<file path="src/rtl/regfile_dump_if.sv">
// Output stream of the register-file dump engine: one snapshot word per
// transfer, tagged with its register index and an end-of-range marker.
interface regfile_dump_if #(
  parameter int DATA_W = 32,
  parameter int ADDR_W = 5
);
  logic              outValid;
  logic              outReady;
  logic [DATA_W-1:0] outData;
  logic [ADDR_W-1:0] outIndex;
  logic              outLast;

  modport master (
    output outValid,
    output outData,
    output outIndex,
    output outLast,
    input  outReady
  );

  modport slave (
    input  outValid,
    input  outData,
    input  outIndex,
    input  outLast,
    output outReady
  );
endinterface

</file>
<file path="src/rtl/regfile_dump.sv">
// Debug read-out engine: walks a register range through a dedicated register
// file read port, snapshots each value, and streams it out with its index.
module regfile_dump #(
  parameter int DATA_W = 32,
  parameter int ADDR_W = 5
) (
  input  logic              clk,
  input  logic              reset,
  input  logic              start,
  input  logic [ADDR_W-1:0] firstReg,
  input  logic [ADDR_W-1:0] lastReg,
  output logic [ADDR_W-1:0] rfReadRegister,
  input  logic [DATA_W-1:0] rfReadData,
  regfile_dump_if.master    out,
  output logic              busy,
  output logic              done,
  output logic              rangeErr
);

  typedef enum logic [1:0] {
    S_IDLE = 2'd0,
    S_READ = 2'd1,
    S_HOLD = 2'd2,
    S_DONE = 2'd3
  } state_t;

  state_t            state_q, state_d;
  logic [ADDR_W-1:0] curIdx_q, curIdx_d;
  logic [ADDR_W-1:0] endIdx_q, endIdx_d;
  logic [DATA_W-1:0] data_q, data_d;
  logic [ADDR_W-1:0] index_q, index_d;
  logic              last_q, last_d;
  logic              err_q, err_d;
  logic              handshake;

  assign handshake = (state_q == S_HOLD) && out.outReady;

  // State register; reset aborts any dump in flight without a done pulse.
  always_ff @(posedge clk) begin
    if (reset) state_q <= S_IDLE;
    else       state_q <= state_d;
  end

  // Next-state: one READ cycle per word, HOLD until accepted, DONE for one cycle.
  always_comb begin
    state_d = state_q;
    case (state_q)
      S_IDLE: if (start) state_d = (firstReg <= lastReg) ? S_READ : S_DONE;
      S_READ: state_d = S_HOLD;
      S_HOLD: if (out.outReady) state_d = last_q ? S_DONE : S_READ;
      S_DONE: state_d = S_IDLE;
      default: state_d = S_IDLE;
    endcase
  end

  // Datapath next values: range latch, snapshot capture, index advance.
  always_comb begin
    curIdx_d = curIdx_q;
    endIdx_d = endIdx_q;
    data_d   = data_q;
    index_d  = index_q;
    last_d   = last_q;
    err_d    = err_q;
    case (state_q)
      S_IDLE: begin
        if (start) begin
          curIdx_d = firstReg;
          endIdx_d = lastReg;
          err_d    = (firstReg > lastReg);
        end
      end
      S_READ: begin
        // Snapshot taken from the pre-edge read data, so a same-cycle write
        // or any later write cannot disturb the word being presented.
        data_d  = rfReadData;
        index_d = curIdx_q;
        last_d  = (curIdx_q == endIdx_q);
      end
      S_HOLD: begin
        // Advance only when not last, so an end index of all-ones never wraps.
        if (handshake && !last_q) curIdx_d = curIdx_q + 1'b1;
      end
      default: ;
    endcase
  end

  // Datapath registers, cleared on reset so outputs return to known values.
  always_ff @(posedge clk) begin
    if (reset) begin
      curIdx_q <= '0;
      endIdx_q <= '0;
      data_q   <= '0;
      index_q  <= '0;
      last_q   <= 1'b0;
      err_q    <= 1'b0;
    end else begin
      curIdx_q <= curIdx_d;
      endIdx_q <= endIdx_d;
      data_q   <= data_d;
      index_q  <= index_d;
      last_q   <= last_d;
      err_q    <= err_d;
    end
  end

  // Outputs decoded from state; the read port idles at index 0.
  always_comb begin
    busy           = (state_q != S_IDLE);
    done           = (state_q == S_DONE);
    rangeErr       = (state_q == S_DONE) && err_q;
    out.outValid   = (state_q == S_HOLD);
    rfReadRegister = ((state_q == S_READ) || (state_q == S_HOLD)) ? curIdx_q : '0;
    out.outData    = data_q;
    out.outIndex   = index_q;
    out.outLast    = last_q;
  end

endmodule

</file>
<file path="src/flat_wrapper.sv">
// flat-port wrapper written by rule: the top's interface ports become plain ports
module regfile_dump_flat 
#(
  parameter int DATA_W = 32,
  parameter int ADDR_W = 5
)
  (clk, reset, start, firstReg, lastReg, rfReadRegister, rfReadData, busy, done, rangeErr, out_outValid, out_outData, out_outIndex, out_outLast, out_outReady);
  regfile_dump_if #(.DATA_W(DATA_W), .ADDR_W(ADDR_W)) out_i ();
  input  logic clk;
  input  logic reset;
  input  logic start;
  input  logic [ADDR_W-1:0] firstReg;
  input  logic [ADDR_W-1:0] lastReg;
  output logic [ADDR_W-1:0] rfReadRegister;
  input  logic [DATA_W-1:0] rfReadData;
  output logic busy;
  output logic done;
  output logic rangeErr;
  output wire logic [$bits(out_i.outValid)-1:0] out_outValid;
  output wire logic [$bits(out_i.outData)-1:0] out_outData;
  output wire logic [$bits(out_i.outIndex)-1:0] out_outIndex;
  output wire logic [$bits(out_i.outLast)-1:0] out_outLast;
  input wire logic [$bits(out_i.outReady)-1:0] out_outReady;
  assign out_outValid = out_i.outValid;
  assign out_outData = out_i.outData;
  assign out_outIndex = out_i.outIndex;
  assign out_outLast = out_i.outLast;
  assign out_i.outReady = out_outReady;
  regfile_dump #(.DATA_W(DATA_W), .ADDR_W(ADDR_W)) u_core (.clk(clk), .reset(reset), .start(start), .firstReg(firstReg), .lastReg(lastReg), .rfReadRegister(rfReadRegister), .rfReadData(rfReadData), .out(out_i), .busy(busy), .done(done), .rangeErr(rangeErr));
endmodule
</file>
<file path="config.mk">
export PLATFORM = sky130hd
export DESIGN_NAME = regfile_dump_flat
export DESIGN_NICKNAME = d
export VERILOG_FILES = /design/src/rtl/regfile_dump_if.sv /design/src/rtl/regfile_dump.sv /design/src/flat_wrapper.sv
export SDC_FILE = /design/constraint.sdc
export NUM_CORES = 1
export LEC_CHECK = 0
export CAP_MARGIN = 20
export CELL_PAD_IN_SITES_DETAIL_PLACEMENT = 0
export CELL_PAD_IN_SITES_GLOBAL_PLACEMENT = 1
export CORE_MARGIN = 2
export CORE_UTILIZATION = 25
export CTS_BUF_LIST = sky130_fd_sc_hd__clkbuf_4 sky130_fd_sc_hd__clkbuf_8
export DETAILED_ROUTE_END_ITERATION = 6
export PLACE_DENSITY = 0.75
export SYNTH_ARGS = -nofsm -noshare
export SYNTH_HDL_FRONTEND = slang
export SYNTH_SLANG_ARGS = --single-unit
</file>
<file path="constraint.sdc">
create_clock -name clk -period 5.1 [get_ports clk]
set_input_delay 0.765 -clock clk [delete_from_list [all_inputs] [get_ports clk]]
set_output_delay 0.765 -clock clk [all_outputs]
set_load 0.02 [all_outputs]
</file>
-- After elaboration in Yosys (flattened, before gate mapping)
Index checks and enable logic that the tools add are counted.
- bits in registers: 51
- bits in latches: 0
- RAM bits: 0
- memory bits (read-only): 0
- input bits: 46
- output and inout port bits: 47
- logic and storage cells: 37
- memories kept: 0
- add/subtract/negate cells: 1
- $mul: 0
- div/mod/pow operators: 0
- magnitude comparators: 2
- equal/unequal tests: 7
- shift operators: 0
- multiplexer cells: 9
- bitwise logic cells: 0
- reductions and logical operators: 11
- operators by type and width (operator ; count):
    $mux W5 ; 3
    $pmux W5 S2 ; 1
    $mux W2 ; 4
    $pmux W2 S4 ; 1
    $add A5 B1 Y5 const B ; 1
    $eq A5 B5 Y1 ; 1
    $gt A5 B5 Y1 ; 1
    $le A5 B5 Y1 ; 1
    $eq A2 B2 Y1 const B ; 2
    $ne A2 B1 Y1 const B ; 2
    $reduce_and A2 Y1 ; 2
    $reduce_bool A2 Y1 ; 2
    $logic_and A1 B1 Y1 ; 3
    $reduce_and A3 Y1 ; 1
    $eq A2 B1 Y1 const B ; 1
    $logic_not A2 Y1 ; 1
    $ne A2 B2 Y1 const B ; 1
    $logic_not A1 Y1 ; 1
    $logic_or A1 B1 Y1 ; 1

-- Depth between registers and ports, before layout
Gate-level depths: netlist of the first run.
- depth in word-level cells: 5
- gate-level depth with buffers: 7

-- Worst setup path after synthesis of the first run
OpenSTA, ideal clock, no wires.
- kind: input to register
- start: input lastReg[3]
- end: register u_core.state_q[1]
- library setup time: 0.073 ns
- data arrival time: 1.793 ns
- setup slack: 3.234 ns
- cell stages on the path: 6
- buffers on the path: 0
- path through: inv_1 > ha_1 > nand4_1 > nor2_1 > or4b_1 > o22ai_2
- word-level cells in the longest chain between the ends: 4
- ends and longest elaborated chain (item ; RTL line ; source):
    from (decl) ; flat_wrapper.sv:13 ; input logic [ADDR_W-1:0] lastReg;
    $le A5 B5 Y1 ; regfile_dump.sv:48 ; S_IDLE: if (start) state_d = (firstReg <= lastReg) ? S_READ : S_DONE;
    $mux W2 (2 in series) ; regfile_dump.sv:48 ;
    $pmux W2 S4 ; regfile_dump.sv:47 ; case (state_q)
    to (signal assigned) ; regfile_dump.sv:41 ; else state_q <= state_d;
    to (decl) ; regfile_dump.sv:27 ; state_t state_q, state_d;
Every way passes these cells. The select of a mux whose other input is x is not followed.
A chain may end at the register's enable or synchronous reset.

-- Worst setup path after layout of the first run
- start: register u_core.state_q[0]
- end: output rfReadRegister[4]
- word-level cells in the longest chain between the ends: 3
- elaborated cells between the ends (all ways): 4
- ends and longest elaborated chain (item ; RTL line ; source):
    $eq A2 B1 Y1 or $eq A2 B2 Y1 (tied branches) ; regfile_dump.sv:112 ; rfReadRegister = ((state_q == S_READ) || (state_q == S_HOLD)) ? curIdx_q : '0;
    $logic_or A1 B1 Y1 * ; regfile_dump.sv:112 ;
    $mux W5 * ; regfile_dump.sv:112 ;
    to (decl) ; flat_wrapper.sv:14 ; output logic [ADDR_W-1:0] rfReadRegister;
Every way passes the cells marked *; elsewhere a longest branch is shown, timed or not.

==> results.md, run 1 <==
Status:
- The flow ran to the end, and the final reports show no timing, DRC or antenna violations.

Clock network:
- The number of cells upsized or downsized after cts is 0.
- The number of hold buffers added after CTS is 0.
- After clock tree synthesis, the setup repair step added 0 buffers.
- Clock tree synthesis inserted a total of 5 buffers.
- Clock-pin slew was measured on the worst setup and hold paths at 0.09 ns.
- TritonCTS built the clock tree.
- The buffer cell driving the clock tree root is sky130_fd_sc_hd__clkbuf_8.
- The number of H-tree levels is 2.
- For this design, the sink count on the clock tree is just over 50.
- The maximum clock path buffer count is 2.
- For the worst-skew pair, the clock arrives at the later sink with an insertion delay of roughly 0.30 ns.

Synth:
- A synthesized cell averages around 9.4 um^2.
- Of all cell types, the one taking the most synthesized area is sky130_fd_sc_hd__dfxtp_1.
- Counting every instance in the synthesized netlist gives between 200 and 250.
- The share of flip-flops with an asynchronous set or reset is 0%.
- In the synthesized netlist the dominant register cell turns out to be sky130_fd_sc_hd__dfxtp_1.
- The area of the mapped netlist is approximately 2300 um^2.
- During synthesis, Yosys emitted a total of 0 warnings.
- The number of flops mapped to enable cells by yosys is 0.
- Ranked by total cell area, the synthesized netlist is headed by sky130_fd_sc_hd__dfxtp_1, sky130_fd_sc_hd__mux2i_1, sky130_fd_sc_hd__nor2_1.
- The flip-flop and latch count after synthesis is 51.
- Summing the sequential cell areas from Yosys gives a little under half of the chip area.
- The number of different library cells in the post-synthesis netlist is 34.
- The number of nets in the synthesized netlist is between 200 and 300.
- Summed over its instances, the top area cell type makes up 45.2% of the synthesized netlist area.

Setup path:
- STA puts the critical path data arrival time at approximately 1.9 ns.
- The beginning of the worst register-to-register path is u_core.state_q[1].
- The endpoint of the worst register-to-register path is u_core.out.outData[20].
- The launching instance or port of the critical path is u_core.state_q[0].
- The highest fanout seen on the critical path is 5.
- The cell family with the largest share of critical-path delay is buffers and inverters.
- Counting cells, the worst reg-to-reg path comes to 5.
- The kind of start point of the critical path is a register.
- The reg2reg setup slack is roughly 3.2 ns.
- The critical path contains buffers and inverters numbering 2 combined.
- The instance count on the critical path is 4.
- The critical-path cell with the highest stage delay is sky130_fd_sc_hd__clkdlybuf4s50_1.
- The signal on the critical path passes through inv_1 -> ha_1 -> and2_1 -> clkdlybuf4s50_1.
- The required time at the worst-slack endpoint is between 4 and 5 ns.
- The maximum single-stage delay on the critical path is approximately 0.64 ns.
- The endpoint type of the worst setup path is a primary output.
- The kind of critical path is reg -> out.

Layout:
- The total number of nets in the final design is a little under 400.
- The signed area change from the synthesized netlist to the final layout is 48.7%.
- The share of post-route cells with drive strength above 1 is 6.36%.
- Measured on the finished design, the core utilization comes to about two fifths.
- The antenna diode count is 0.
- For this run, the number of standard cells in the final layout without fillers is between 400 and 500.

STA:
- Setup repair after global routing left no endpoint under its margin.
- On the final layout, the worst clock skew is 0.00462 ns.
- The worst hold-check slack is 0.473 ns.
- The hold violation total from the final report is 0.
- The summed negative setup slack over all endpoints is 0 ns.
- At the pin with the least slew margin, the transition time is about 1 ns.
- The worst slew margin relative to its limit is 34.5%.
- The worst path uses between 50% and 60% of the clock period.
- Based on the critical path, the design can be clocked at up to between 0.3 and 0.4 GHz.
- Setup violations remaining at the end of the flow were counted as 0.
- For the finished layout, the period the worst path requires is approximately 2.7 ns.
- The number of pins exceeding their max-slew limit in the final report is 0.

Die:
- The number of top-level pins is 93.
- The core outline area is roughly 8700 um^2.
- The area enclosed by the die boundary is between 9000 and 10000 um^2.
- The die height is between 90 and 100 um.
- Once the floorplan was initialized, standard cells occupied between 20% and 30% of the core.
- The standard-cell row count is 34.
- The horizontal die dimension is a little under 100 um.

Drt:
- Before antenna repair, the detailed router went through 4 iterations.
- After detailed routing, the average wire length per cell comes to 12.9 um.
- The violation count after the first detailed-route iteration is between 50 and 60.
- After detailed routing, the number of remaining DRC violations is 0.
- The final antenna-violating net count is 0.
- For this block, the via count after detailed routing is 1913.
- The routed wire length is 5.67 mm.
- Dividing the detail-routed via count by the number of cells gives 4.37.

Power:
- For this design the ratio of total power to cell area is roughly 480 nW/um^2.
- The power consumption is between 0.0015 and 0.002 W.
- The worst vdd rail ir drop is roughly 0.19 mV.
- Cell internal power was estimated by the tool at ~0.00098 W.
- The total net switching power is ~0.00062 W.
- In this run switching power makes up roughly 39% of total power.
- The share of total power in sequential cells is around 36%.
- The total leakage power is ~1.3 nW.
- The proportion of power drawn by the clock network is approximately 14%.
- The combinational cell fraction of total power is around half.

Worst hold path:
- The path class of the lowest-slack min-delay path is reg -> reg.
- Counting instances, the worst hold path has a depth of 2.
- The hold path startpoint is u_core.endIdx_q[2].
- For hold timing, the worst endpoint is u_core.endIdx_q[2].

Global routing:
- The global route total overflow is 0.
- Entering global routing, the biggest net connects between 50 and 60 pins.
- The global router's overall resource usage is 11.3%.
- The initial antenna violation count is 0.
- The first-pass GRT wire length is about 9.1 mm.
- The via count of the first global-routing pass is roughly 1900.

Placement:
- The number of instances in the placed design is 430.
- The count of input and output buffers is 92.
- At the end of routability-driven placement, the weighted congestion stood at between 0.7 and 0.8.
- The estimated wirelength of the detail-placed design is 4.16 mm.

Flow run:
- Across the run, the number of max-cap violations was 0.
-- state kept, by name (all words and copies together), names as in the netlist --
| register | flops |
|---|---|
| u_core.curIdx_q | 5 |
| u_core.endIdx_q | 5 |
| u_core.err_q | 1 |
| u_core.out.outData | 32 |
| u_core.out.outIndex | 5 |
| u_core.out.outLast | 1 |
| u_core.state_q | 2 |
-- per-layer routing --
layer / share of wire (%) / track usage [%] / vias to the layer above / wire [um]
met2: 43 / 18.4 / 65 / 2450
li1: - / - / 978 / -
met5: 0 / 0 / - / 0
met4: 0.85 / 2.21 / 0 / 48
met1: 50 / 15.3 / 865 / 2830
met3: 6.0 / 2.84 / 5 / 340
-- power by group through the flow --
stage / registers, W / logic (W) / clock network, W
5_1_grt: 0.000588 / 0.000876 / 0.000257
3_3_place_gp: 0.000578 / 0.000809 / 0
6_report: 0.000571 / 0.000805 / 0.000227
3_5_place_dp: 0.000582 / 0.000815 / 0
2_1_floorplan: 0.000644 / 0.000446 / 0
4_1_cts: 0.000573 / 0.000818 / 0.000240
-- cells in the mapped netlist, types with 2 or more instances --
master / count
sky130_fd_sc_hd__nor2b_1: 2
sky130_fd_sc_hd__a21oi_1: 12
sky130_fd_sc_hd__inv_1: 9
sky130_fd_sc_hd__buf_2: 6
sky130_fd_sc_hd__clkbuf_1: 6
sky130_fd_sc_hd__ha_1: 10
sky130_fd_sc_hd__xor2_1: 3
sky130_fd_sc_hd__dfxtp_1: 51
sky130_fd_sc_hd__nand2_1: 14
sky130_fd_sc_hd__o21ai_1: 5
sky130_fd_sc_hd__and2b_4: 3
sky130_fd_sc_hd__nor3_1: 2
sky130_fd_sc_hd__nand3_1: 3
sky130_fd_sc_hd__xnor2_1: 2
sky130_fd_sc_hd__nand4_1: 2
sky130_fd_sc_hd__and2_1: 9
sky130_fd_sc_hd__nor3b_1: 2
sky130_fd_sc_hd__mux2i_1: 38
sky130_fd_sc_hd__nand2b_1: 4
sky130_fd_sc_hd__nor2_1: 42
sky130_fd_sc_hd__a211oi_1: 2
-- worst max-delay path by stage --
stage                                    to  slack [ns]
after detailed placement       u_core.err_q        2.64
after global placement         u_core.err_q        2.68
final                     rfReadRegister[4]        2.40
after global routing      rfReadRegister[4]        2.26
after floorplan           u_core.state_q[1]        3.23
after CTS                 rfReadRegister[4]        2.36
-- cell families after synthesis --
kind of cell	count (synthesis)	synth area share, %
simple gates	87	18.4
flops	51	45.2
mux	38	16.8
compound gates	27	8.03
buf+inv	22	3.99
fa+ha+maj	10	5.54
xor+xnor	5	1.94
-- placed cells by master, fill, tap and decap left out, types with 3 or more instances in the layout --
cell	Yosys	layout
sky130_fd_sc_hd__nand2_1	14	14
sky130_fd_sc_hd__and2b_4	3	3
sky130_fd_sc_hd__mux2i_1	38	38
sky130_fd_sc_hd__dfxtp_1	51	51
sky130_fd_sc_hd__ha_1	10	9
sky130_fd_sc_hd__nor2_1	42	42
sky130_fd_sc_hd__clkbuf_8	0	5
sky130_fd_sc_hd__a21oi_1	12	12
sky130_fd_sc_hd__nand3_1	3	3
sky130_fd_sc_hd__and2_1	9	9
sky130_fd_sc_hd__inv_1	9	9
sky130_fd_sc_hd__clkinv_2	0	3
sky130_fd_sc_hd__nand2b_1	4	4
sky130_fd_sc_hd__clkdlybuf4s50_1	0	91
sky130_fd_sc_hd__xor2_1	3	3
sky130_fd_sc_hd__o21ai_1	5	5
-- area by class of cell --
type	instances	area [um^2]
multi-input cells	167	1150
clock buffers	5	68.8
repair buffers	94	931
clock inverters	3	15.0
well taps	108	135
flip-flops and latches	51	1020
fillers	888	5360
inverters	10	37.5
-- worst reg2reg max path: stages, from the launching register on --
cell and delay, ns:
sky130_fd_sc_hd__dfxtp_1 0.35, sky130_fd_sc_hd__inv_2 0.09, sky130_fd_sc_hd__ha_2 0.57, sky130_fd_sc_hd__buf_4 0.46
sky130_fd_sc_hd__mux2i_1 0.25, sky130_fd_sc_hd__nor2_1 0.05
-- through the flow --
stage	setup WS [ns]	area, um^2
6_report	2.40	3360
5_1_grt	2.26	3360
4_1_cts	2.36	3360
3_5_place_dp	2.64	3270
3_3_place_gp	2.68	3270
2_1_floorplan	3.23	2260
Note: power is estimated with default switching activity, not from simulation.
==> inputs of run 2 (changes only) <==
==> constraint.sdc (replaced) <==
create_clock -name clk -period 2.6 [get_ports clk]
set_input_delay 0.39 -clock clk [delete_from_list [all_inputs] [get_ports clk]]
set_output_delay 0.39 -clock clk [all_outputs]
set_load 0.02 [all_outputs]
==> results.md, run 2 (synthesis results as in run 1) <==
Status:
- The run finished with clean final reports.

STA:
- Dividing the final minimum period by the clock period gives between 90% and 100%.
- The number of pins exceeding their max-slew limit in the final report came to 0 (unchanged).
- The worst slew margin relative to its limit is 59.4% (+25 points).
- The clock period minus worst slack is approximately 2.3 ns.
- The timing-limited maximum frequency is 0.427 GHz.
- Setup repair after global routing left no endpoint under its margin.
- The maximum clock skew at final layout was 0.00381 ns (-0.000805 ns).
- The hold violation total from the final report came to 0 (unchanged).
- The summed negative setup slack over all endpoints is 0 ns (unchanged).
- The worst hold-check slack was 0.477 ns (+0.00364 ns).
- The count of final setup violators is 0 (unchanged).
- The actual slew at the worst max-slew pin is 0.609 ns (-0.374 ns).

Clock network:
- The TritonCTS clock tree is done.
- The number of hold buffers added after CTS was 0 (unchanged).
- The buffer cell driving the clock tree root is sky130_fd_sc_hd__clkbuf_8.
- The number of cells upsized or downsized after cts is 0 (unchanged).
- The post-CTS setup-driven buffer insertion count came to 0 (unchanged).
- The TritonCTS sink count is 51 (unchanged).
- The clock latency of the later-clocked register in the worst-skew pair is 0.30 ns (about the same).
- The number of H-tree levels is 2 (unchanged).
- The clock transition time at the flip-flop clock pins of the worst setup and hold paths came to 0.09 ns (about the same).
- The number of buffers inserted during clock tree synthesis came to 5 (unchanged).
- The maximum clock path buffer count came to 2 (unchanged).

Die:
- The number of top-level pins came to 93 (unchanged).
- The starting density of the core is 25.9% (unchanged).
- The die height is 99.0 um (unchanged).
- The core outline area came to 8720 um^2 (unchanged).
- The horizontal die dimension was 99.0 um (unchanged).
- The area enclosed by the die boundary is 9810 um^2 (unchanged).
- The standard-cell row count is 34 (unchanged).

Layout:
- The library cell used most frequently in the layout, excluding fill and tap cells, is sky130_fd_sc_hd__clkdlybuf4s50_1.
- The number of fill cells is 898 (+1.1%).
- The share of post-route cells with drive strength above 1 is 6.93% (+0.56 points).
- The antenna diode count is 0 (unchanged).
- The top cell types in the final layout, fill and taps aside, are sky130_fd_sc_hd__clkdlybuf4s50_1, sky130_fd_sc_hd__dfxtp_1, sky130_fd_sc_hd__nor2_1.
- The final core utilization is 39.4% (+0.92 points).
- The flip-flop count of the largest register, all copies and words added was 32 (unchanged).
- The signed area change from the synthesized netlist to the final layout is 52.2%.
- The total number of nets in the final design is 387 (+0.52%).

Setup path:
- The worst setup path is of the reg -> out kind.
- STA classifies the critical path startpoint as a register.
- The data arrival time of the critical path was 1.95 ns (about the same).
- The endpoint type of the worst setup path is a primary output.
- The highest fanout seen on the critical path came to 5 (unchanged).
- The required time at the worst-slack endpoint is 2.21 ns (-2.13 ns).

Drt:
- The routed via count came to 1935 (+1.2%).
- The total iterations of the first detailed-routing run is 4 (unchanged).
- The per-cell routed wire length is 13.0 um (+0.46%).
- The residual DRC count is 0 (unchanged).
- The per-cell via count in the routed design is 4.40 (+0.69%).
- The violation count after the first detailed-route iteration came to 18 (-68%).
- The final antenna-violating net count is 0 (unchanged).
- The routed wire length was 5.72 mm (+0.92%).

Power:
- The switching part of the total power came to 36.2% (-2.4 points).
- The proportion of power drawn by the clock network was 19.4% (+5.2 points).
- The share of total power in sequential cells came to 32.6% (-3.0 points).
- The worst vdd rail ir drop is 0.335 mV (+75%).
- The power per cell area came to 984 nW/um^2 (+110%).
- The total net switching power is 0.00123 W (+98%).
- The combinational cell fraction of total power is 48.0% (-2.2 points).
- The total internal power is 0.00216 W (+120%).
- The total leakage power was 1.32 nW (+2.3%).

Global routing:
- The met1 capacity usage during global routing is 15.4% (+0.10 points).
- The first-pass GRT wire length was 9.29 mm (+2.4%).
- The met3 capacity usage during global routing is 3.40% (+0.57 points).
- The met2 track demand over resource is 18.9% (+0.52 points).
- The maximum number of pins on one net before global-route repair is 33 (-39%).
- The initial antenna violation count was 0 (unchanged).
- The via count of the first global-routing pass is 1896 (-0.053%).
- The global-route layer with the greatest usage is met2.
- The global router's overall resource usage is 11.7% (+0.34 points).
- The global route total overflow is 0 (unchanged).

Flow run:
- The number of maximum-capacitance violations is 0 (unchanged).

Placement:
- The weighted congestion reported at the end of routability-driven placement is 0.737 (+3.6%).
- The estimated wirelength of the detail-placed design is 4.23 mm (+1.6%).
- The count of input and output buffers was 92 (unchanged).

Worst hold path:
- The path class of the lowest-slack min-delay path is reg -> reg.
==> run 2: changes by cell type in the layout (fill, tap and decap cells not counted), sizes merged <==
cell	change
buf	+2
clkinvlp	+1
clkinv	-3
bufinv	+2
==> run 2: layout make-up <==
class,count,area [um^2],share of cell area (%)
Sequential cell,51,1020,29.7
Tap cell,108,135,3.93
Timing Repair Buffer,96,958,27.9
Multi-Input combinational cell,167,1150,33.4
Inverter,10,37.5,1.09
Clock buffer,5,68.8,2.00
Clock inverter,3,67.6,1.97
==> run 2: routing by layer <==
layer | share of wire, % | vias up
met5 | 0 | -
met4 | 0.87 | 0
met3 | 7.3 | 7
met2 | 45 | 67
met1 | 47 | 878
li1 | - | 983
==> run 2: through the flow <==
| stage | power [W] | area (um^2) | setup WS (ns) | cells |
|---|---|---|---|---|
| after floorplan | 0.00214 | 2260 | 0.889 | 240 |
| after global placement | 0.00275 | 3300 | 0.545 | 432 |
| after detailed placement | 0.00277 | 3300 | 0.535 | 432 |
| after CTS | 0.00344 | 3440 | 0.234 | 440 |
| after global routing | 0.00362 | 3440 | 0.139 | 440 |
| final | 0.00338 | 3440 | 0.257 | 440 |
==> run 2: path summary, 6_finish.rpt <==
| check | start | to | slack [ns] | cells past startpoint |
|---|---|---|---|---|
| setup reg to reg | u_core.state_q[0] | u_core.state_q[1] | 0.76 | 6 |
| hold reg to reg | u_core.endIdx_q[2] | u_core.endIdx_q[2] | 0.48 | 2 |
| setup / recovery | u_core.state_q[0] | rfReadRegister[4] | 0.26 | 4 |
| hold / removal | u_core.endIdx_q[2] | u_core.endIdx_q[2] | 0.48 | 2 |
==> run 2: power by group through the flow <==
stage | sequential [W] | clock [W] | combinational [W]
after floorplan | 0.00126 | 0 | 0.000875
after global placement | 0.00112 | 0 | 0.00163
after detailed placement | 0.00112 | 0 | 0.00165
after CTS | 0.00110 | 0.000689 | 0.00165
after global routing | 0.00113 | 0.000718 | 0.00177
final | 0.00110 | 0.000656 | 0.00162
==> run 2: worst max-delay path: stages (launching register included) <==
cell and delay (ns):
sky130_fd_sc_hd__dfxtp_1 0.40, sky130_fd_sc_hd__inv_1 0.09, sky130_fd_sc_hd__ha_1 0.36, sky130_fd_sc_hd__and2_1 0.15
sky130_fd_sc_hd__clkdlybuf4s50_1 0.65
